$ cat config.mk
export PLATFORM = sky130hd
export DESIGN_NAME = mandel_scan_engine
export DESIGN_NICKNAME = d
export VERILOG_FILES = /design/src/rtl/mandel_scan_engine.sv
export SDC_FILE = /design/constraint.sdc
export NUM_CORES = 2
export LEC_CHECK = 0
export ABC_AREA = 1
export CAP_MARGIN = 15
export CORE_MARGIN = 8
export CORE_UTILIZATION = 30
export CTS_BUF_LIST = sky130_fd_sc_hd__clkbuf_8
export CTS_CLUSTER_DIAMETER = 100
export CTS_CLUSTER_SIZE = 12
export DETAILED_ROUTE_END_ITERATION = 6
export PLACE_DENSITY = 0.46
export SYNTH_ARGS = -nofsm -noshare
export SYNTH_HDL_FRONTEND = slang
export SYNTH_SLANG_ARGS = --single-unit
$ cat constraint.sdc
create_clock -name clk -period 9.59 [get_ports clk]
set_clock_uncertainty 0.1 [all_clocks]
set_input_delay 2.3975 -clock clk [delete_from_list [all_inputs] [get_ports clk]]
set_output_delay 2.3975 -clock clk [all_outputs]
set_load 0.02 [all_outputs]
$ cat src/rtl/mandel_scan_engine.sv
// Mandelbrot scanline engine: iterates z <= z^2 + c for each pixel of a row
// and streams iteration counts over a valid/ready handshake.
// Optional feature macro: MANDEL_JULIA_EN (Julia-set constant c registers).
`timescale 1ns/1ps
module mandel_scan_engine #(
  parameter int BITS   = 16,
  parameter int ITER_W = 4,
  parameter int COLS   = 640
) (
  input  logic                      clk,
  input  logic                      rst,
  input  logic                      frame_start,
  input  logic                      row_start,
  input  logic                      cfg_we,
  input  logic [2:0]                cfg_addr,
  input  logic [BITS-1:0]           cfg_data,
  output logic                      px_valid,
  input  logic                      px_ready,
  output logic [ITER_W-1:0]         px_iter,
  output logic                      px_inside,
  output logic [$clog2(COLS)-1:0]   px_col,
  output logic                      busy
);
  localparam int CW   = $clog2(COLS);
  localparam int FRAC = BITS - 3;
  localparam logic signed [BITS-1:0] TWO_FX     = BITS'(2) << FRAC;
  localparam logic signed [BITS-1:0] NEG_TWO_FX = -TWO_FX;
  localparam logic signed [BITS-1:0] Y_TOP_RST  = BITS'(3) << (FRAC - 1);
  localparam logic signed [BITS-1:0] INC_RST    = BITS'(1) << (FRAC - 7);
  localparam logic [2*BITS:0]        R2_LIMIT   = (2*BITS+1)'(1) << (2*FRAC + 2);
  localparam logic [ITER_W-1:0]      MAX_ITER   = {ITER_W{1'b1}};
  localparam logic [CW-1:0]          LAST_COL   = CW'(COLS - 1);

  typedef enum logic [1:0] {IDLE, INIT, ITER, OUT} state_t;
  state_t state_reg;

  logic signed [BITS-1:0] sh_x_left_reg, sh_y_top_reg, sh_x_inc_reg, sh_y_inc_reg;
  logic signed [BITS-1:0] x_left_reg, y_top_reg, x_inc_reg, y_inc_reg;
  logic signed [BITS-1:0] x0_reg, y0_reg, zx_reg, zy_reg;
  logic [ITER_W-1:0]      iter_reg;
  logic [CW-1:0]          col_reg;
  logic                   px_valid_reg, px_inside_reg;
  logic [ITER_W-1:0]      px_iter_reg;
  logic [CW-1:0]          px_col_reg;

  logic signed [BITS-1:0] cr, ci;
`ifdef MANDEL_JULIA_EN
  logic signed [BITS-1:0] sh_julia_cr_reg, sh_julia_ci_reg, julia_cr_reg, julia_ci_reg;
  logic                   sh_julia_mode_reg, julia_mode_reg;
  assign cr = julia_mode_reg ? julia_cr_reg : x0_reg;
  assign ci = julia_mode_reg ? julia_ci_reg : y0_reg;
`else
  assign cr = x0_reg;
  assign ci = y0_reg;
`endif

  // Full-precision products; escape test uses them before any truncation.
  logic signed [2*BITS-1:0] xx, yy, xy;
  logic [2*BITS:0]          r2;
  logic                     esc;
  logic signed [BITS-1:0]   zx_next, zy_next;
  logic                     unused_xy_bits;
  assign xx = zx_reg * zx_reg;
  assign yy = zy_reg * zy_reg;
  assign xy = zx_reg * zy_reg;
  assign r2 = {1'b0, xx} + {1'b0, yy};
  assign esc = (zx_reg >= TWO_FX) || (zx_reg <= NEG_TWO_FX) ||
               (zy_reg >= TWO_FX) || (zy_reg <= NEG_TWO_FX) || (r2 >= R2_LIMIT);
  // 2xy is taken one bit lower so the doubled product is truncated once.
  assign zx_next = xx[FRAC+BITS-1:FRAC] - yy[FRAC+BITS-1:FRAC] + cr;
  assign zy_next = xy[FRAC+BITS-2:FRAC-1] + ci;
  assign unused_xy_bits = ^{xy[FRAC-2:0], xy[2*BITS-1:FRAC+BITS-1]};

  assign px_valid  = px_valid_reg;
  assign px_iter   = px_iter_reg;
  assign px_inside = px_inside_reg;
  assign px_col    = px_col_reg;
  assign busy      = (state_reg != IDLE);

  // Shadow viewport registers: written by the config port, consumed at frame_start.
  always_ff @(posedge clk) begin
    if (rst) begin
      sh_x_left_reg <= NEG_TWO_FX;
      sh_y_top_reg  <= Y_TOP_RST;
      sh_x_inc_reg  <= INC_RST;
      sh_y_inc_reg  <= INC_RST;
`ifdef MANDEL_JULIA_EN
      sh_julia_cr_reg   <= '0;
      sh_julia_ci_reg   <= '0;
      sh_julia_mode_reg <= 1'b0;
`endif
    end else if (cfg_we) begin
      case (cfg_addr)
        3'd0: sh_x_left_reg <= cfg_data;
        3'd1: sh_y_top_reg  <= cfg_data;
        3'd2: sh_x_inc_reg  <= cfg_data;
        3'd3: sh_y_inc_reg  <= cfg_data;
`ifdef MANDEL_JULIA_EN
        3'd4: sh_julia_cr_reg   <= cfg_data;
        3'd5: sh_julia_ci_reg   <= cfg_data;
        3'd6: sh_julia_mode_reg <= cfg_data[0];
`endif
        default: ;
      endcase
    end
  end

  // Scan FSM: frame/row pulses override everything, then INIT -> ITER -> OUT.
  always_ff @(posedge clk) begin
    if (rst) begin
      state_reg     <= IDLE;
      x_left_reg    <= NEG_TWO_FX;
      y_top_reg     <= Y_TOP_RST;
      x_inc_reg     <= INC_RST;
      y_inc_reg     <= INC_RST;
`ifdef MANDEL_JULIA_EN
      julia_cr_reg   <= '0;
      julia_ci_reg   <= '0;
      julia_mode_reg <= 1'b0;
`endif
      x0_reg        <= '0;
      y0_reg        <= '0;
      zx_reg        <= '0;
      zy_reg        <= '0;
      iter_reg      <= '0;
      col_reg       <= '0;
      px_valid_reg  <= 1'b0;
      px_iter_reg   <= '0;
      px_inside_reg <= 1'b0;
      px_col_reg    <= '0;
    end else if (frame_start) begin
      x_left_reg   <= sh_x_left_reg;
      y_top_reg    <= sh_y_top_reg;
      x_inc_reg    <= sh_x_inc_reg;
      y_inc_reg    <= sh_y_inc_reg;
`ifdef MANDEL_JULIA_EN
      julia_cr_reg   <= sh_julia_cr_reg;
      julia_ci_reg   <= sh_julia_ci_reg;
      julia_mode_reg <= sh_julia_mode_reg;
`endif
      x0_reg       <= sh_x_left_reg;
      y0_reg       <= sh_y_top_reg;
      col_reg      <= '0;
      px_valid_reg <= 1'b0;
      state_reg    <= INIT;
    end else if (row_start) begin
      x0_reg       <= x_left_reg;
      y0_reg       <= y0_reg - y_inc_reg;
      col_reg      <= '0;
      px_valid_reg <= 1'b0;
      state_reg    <= INIT;
    end else begin
      case (state_reg)
        IDLE: ;
        INIT: begin
          zx_reg    <= x0_reg;
          zy_reg    <= y0_reg;
          iter_reg  <= '0;
          state_reg <= ITER;
        end
        ITER: begin
          if (esc || (iter_reg == MAX_ITER)) begin
            px_valid_reg  <= 1'b1;
            px_iter_reg   <= iter_reg;
            px_inside_reg <= !esc;
            px_col_reg    <= col_reg;
            state_reg     <= OUT;
          end else begin
            zx_reg   <= zx_next;
            zy_reg   <= zy_next;
            iter_reg <= iter_reg + 1'b1;
          end
        end
        OUT: begin
          if (px_ready) begin
            px_valid_reg <= 1'b0;
            x0_reg       <= x0_reg + x_inc_reg;
            if (col_reg == LAST_COL) begin
              state_reg <= IDLE;
            end else begin
              col_reg   <= col_reg + 1'b1;
              state_reg <= INIT;
            end
          end
        end
        default: state_reg <= IDLE;
      endcase
    end
  end
endmodule

; Word level (Yosys, flattened, before mapping)
; Cells that the tools add are included.
[word_totals]
out_inout_bits = 17
ff_bits = 208
input_bits = 25
[classes]
add_sub_neg = 8
mux = 21
n_eq_ne = 13
n_mul = 3
magnitude_cmp = 5
reduce_logical = 27
bitwise = 3
[op_table]
columns = cell, n
row1 = 16-bit two-way mux, 8
row2 = 16-bit by 16-bit multiplier with 32-bit output, 2
row3 = 16-bit one-hot mux with 2 select lines, 2
row4 = 16-bit adder, 3
row5 = 32-bit by 32-bit adder with 33-bit output, 1
row6 = 33-bit by 29-bit greater-or-equal comparator with 1-bit output (second input constant), 1
row7 = 16-bit greater-or-equal comparator (second input constant), 2
row8 = 16-bit by 15-bit less-or-equal comparator with 1-bit output (second input constant), 2
row9 = 16-bit subtractor, 2
row10 = 16-bit by 16-bit multiplier with 28-bit output, 1
row11 = 3-bit AND reduction, 4
row12 = 10-bit by 1-bit adder with 10-bit output (second input constant), 1
row13 = 10-bit equality test (second input constant), 1
row14 = 2-bit AND reduction, 5
row15 = 3-bit nonzero test, 3
row16 = 4-bit != test (second input constant), 2
row17 = 4-bit one-hot mux with 2 select lines, 1
row18 = 4-bit AND reduction, 2
row19 = 2-bit nonzero test, 4
row20 = 3-bit by 2-bit equality test with 1-bit output (second input constant), 2
row21 = 2-bit != test (second input constant), 3
row22 = 2-bit one-hot mux with 3 select lines, 1
row23 = 1-bit logical OR, 5
row24 = 1-bit two-way mux, 5
row25 = other kinds (13), 17

; Logic depth before layout (Yosys ltp)
[depth]
word_depth = 10
depth_mapped = 47

; Worst setup path before layout
; OpenSTA, ideal clock, no wires.
[synth_path]
kind = flip-flop to flip-flop
from = reg zx_reg[10]
to = reg zx_reg[12]
required_ns = 9.378
stages_incl_launch_ff = 39
setup_slack_ns = 1.459
arrival_ns = 7.920
setup_time_ns = 0.112
path_buffers = 2
cell_sequence = dfxtp_1 clkbuf_1 buf_1 nand2_1 fa_1 fa_1 fa_1 inv_1 fa_1 fa_1 inv_1 fa_1 inv_1 ha_1 nand2_1 o21ai_0 a21oi_1 xnor2_1 [... 3 more ...] ha_1 nand2_1 o21ai_0 a21oi_1 o21ai_0 inv_1 nor2_1 nor2_1 o21ai_0 inv_1 o21ai_0 nand3_1 nand2_1 a21oi_1 o21ai_0 o21ai_0 nor2_1 nor2_1
[synth_between]
elab_chain_cells = 8
[synth_rtl]
columns = element, line
row1 = start: declaration, 39  ; logic signed [BITS-1:0] x0_reg, y0_reg, zx_reg, zy_reg;
row2 = start signal: assignment, 156  ; zx_reg <= x0_reg;
row3 = start signal: assignment, 169  ; zx_reg <= zx_next;
row4 = branches (longest 8 deep; another with 32-bit by 32-bit adder with 33-bit output), -
; Parallel ways; which one is timed is not known. The select of a mux whose other input is x is not followed.
; A chain may end at the register's enable or synchronous reset.

; Worst setup path after layout
[layout_path]
from = reg zy_reg[10]
to = reg zy_reg[6]
[layout_between]
elab_chain_cells = 7
[layout_rtl]
columns = element, line
row1 = start: declaration, 39
row2 = start signal: assignment, 157  ; zy_reg <= y0_reg;
row3 = start signal: assignment, 170  ; zy_reg <= zy_next;
row4 = 16-bit by 16-bit multiplier with 32-bit output or 16-bit greater-or-equal comparator (tied branches), "64, 68"
row5 = 32-bit by 32-bit adder with 33-bit output or 1-bit logical OR (tied branches), "66, 67"
row6 = 33-bit by 29-bit greater-or-equal comparator with 1-bit output or 1-bit logical OR (tied branches), 68  ; (zy_reg >= TWO_FX) || (zy_reg <= NEG_TWO_FX) || (r2 >= R2_LIMIT);
row7 = 1-bit logical OR, 68
row8 = 1-bit logical OR, 162  ; if (esc || (iter_reg == MAX_ITER)) begin
row9 = 2-bit != test (no line), -
row10 = 4-bit AND reduction (no line), -
; Parallel ways exist; a longest one is shown, timed or not. The select of a mux whose other input is x is not followed.

==> metrics.cfg <==
[power]
power.density_mw_per_mm2=70.0
vdd_drop_max_mv=0.113
p_leak_uw=0.0226

[cells_and_area]
multiInputGateArea_mm2=0.0293
ff_latch_area_mm2=0.00417
drive_gt1_share_pct=3.61
nets=6195
fill_cells=14236
fin_area_mm2=0.0424
num_antenna_cells=0
synthToLayoutAreaGrowth_pct=7.65
post-route-util_pct=32.4

[synth]
synthArstFlopShare_pct=0
ys_top_cells_by_count=inv_1 (1365), nand2_1 (1069), fa_1 (718)
post_synth_num_cell_types=47
ys_seq_area_share_pct=10.6
synth_edf_count=0
synthFlopType=dfxtp_1
yosysWarnings=0
synthTopCellsByArea=fa_1 (36%), inv_1 (13%), ha_1 (11%)
synth.most_common_cell=inv_1
synth_top_cell_area_share_pct=36.5
synth_fp_nets=6217
synth_top_cell_by_area=fa_1
ys_seq_elements=208
syn_area_per_cell_um2=7.67
synth_cells=5137
synth_area_mm2=0.0394

[floorplan]
die-area_mm2=0.143
die_y_um=378
start_util_pct=30.1
coreArea_mm2=0.131
io_pins=42
die_w_um=378
fp-row-count=133

[status]
outcome=complete, no violations

[timing]
fin_ws_ps=540
slew_violations=0
finalHoldViolations=0
finalSetupViolations=0
fin_crit_sh_pct=94.4
rsz0062_at_grt=no
fin_setup_tns_ps=0
maxSlewHeadroom_pct=33.1
worst-slew-pin-transition_ps=1000
holdWs_ps=354
fmax_mhz=111
min_period_ps=9050

[critical_path]
start_kind=register
crit_type=register to register
cp.buffers_inverters=6
cp_top_family=adder cells
worst_path_largest_cell_delay_ps=720
cp.required_ps=9990
critPathArrivalTime_ps=9450
crit_slowest_cell=dfxtp_1
worstSetupEndpointType=register
cp_max_fo=25

[cts]
cts_buffers=21
cts_tree=built
clockBufferDepth=3
cts.clk_slew.worst_paths_ps=100
holdBufCountCts=0
cts.sinks=208
cts_root_buffer=clkbuf_8
clock_latency_ps=590
htreeDepth=1

[global_routing]
grt_pass1_wl_um=184000
grt_max_degree=101
antenna_found_initial=0
grt_pass1_vias=32343
track_usage_pct=16.2
grt-ovfl-total=0

[place]
io_buffers=41
place_congestion=0.895
dpl_cell_area_mm2=0.0420
dp_hpwl_um=95200
post-place-ws_ps=288

[worst_hold_path]
hold_class=register to register

[drt]
dr.pass1.iters=5
wl_um=114000
vias=30891
ant_nets=0
first_iter_violations=1972
vias_per_cell=4.49
wl_per_cell_um=16.6
drc=0

[job]
cap_violations=0

## report_power, final
part	switching [uW]	leakage, uW	internal (uW)
logic	944	0.0207	523
registers	52.8	0.00170	899
clock network	336	0.000175	215
## kinds of logic (layout without fill, tap and decap cells)
kind of cell / count (synthesis) / count (layout) / synth area share (%)
simple gates: 1624 / 1624 / 16.6
fa+ha+maj: 1055 / 1055 / 47.2
compound gates: 539 / 539 / 7.40
xor+xnor: 145 / 145 / 3.22
mux: 1 / 1 / 0.0254
buf+inv: 1565 / 1546 / 15.0
flops: 208 / 208 / 10.6
## cells in the final DEF, fill, tap and decap left out, types with 3 or more instances in the layout
master	instances
nand2_1	1069
nand4_1	44
nor2_2	8
ha_1	337
o21a_1	8
fa_1	717
dfxtp_1	202
xnor2_1	65
clkdlybuf4s50_1	39
buf_4	102
a41oi_1	6
inv_2	6
o21ai_0	216
nand3_1	97
o21bai_1	10
dfxtp_2	5
a21o_1	6
or2_2	7
inv_1	1364
clkbuf_8	23
nor3_1	17
a31oi_1	40
o211ai_1	7
a31o_2	3
a21oi_1	220
a211oi_1	4
nand2_2	13
nor4_1	8
clkinv_1	3
xor2_1	80
nor2_1	342
a21boi_0	7
o31ai_1	4
nand3b_1	11
## metal layers
layer | global-route usage (%) | vias to the layer above | part of all wire (%)
met3 | 1.44 | 96 | 4.1
met2 | 27.6 | 543 | 47
met4 | 3.32 | 0 | 2.4
met1 | 22.5 | 15172 | 46
met5 | 0 | - | 0
li1 | - | 15080 | -
## worst reg2reg max path, delay by kind of cell (launching register included)
family                     cells  cell delay, ps
adders and majority gates      8            3650
and+or+nand+nor               15            2000
buffers and inverters          6            1160
AOI/OAI and AO/OA              6            1010
DFF                            1             720
xor gates and xnor gates       1             350
## worst paths after layout
path | slack (ps) | end | startpoint | depth (start not counted)
setup / recovery | 540 | zy_reg[6]$_SDFFE_PP0P_ | zy_reg[10]$_SDFFE_PP0P_ | 36
hold / removal | 350 | ci[2]$_SDFFE_PP0N_ | sh_y_top_reg[2]$_SDFFE_PP0P_ | 2
hold reg to reg | 350 | ci[2]$_SDFFE_PP0N_ | sh_y_top_reg[2]$_SDFFE_PP0P_ | 2
setup reg to reg | 540 | zy_reg[6]$_SDFFE_PP0P_ | zy_reg[10]$_SDFFE_PP0P_ | 36
## repair_timing
action	CTS	global route
endpoints found under the setup margin	0	53
setup buffers	0	3
resized for setup	0	13
## cell type report
type                            count  area share, %
Multi-Input combinational cell   3364           69.2
Inverter                         1374           12.2
Sequential cell                   208           9.84
Tap cell                         1755           5.18
Timing Repair Buffer              146           2.87
Clock buffer                       23          0.746
Clock inverter                      3         0.0383
## stage by stage
| stage | instances | total power [uW] |
|---|---|---|
| CTS | 6870 | 3000 |
| global route | 6873 | 3240 |
| finish | 6873 | 2970 |
| detailed placement | 6844 | 2430 |
| global placement | 6844 | 2430 |
| floorplan | 5137 | 2000 |
Note: power is estimated with default switching activity, not from simulation.
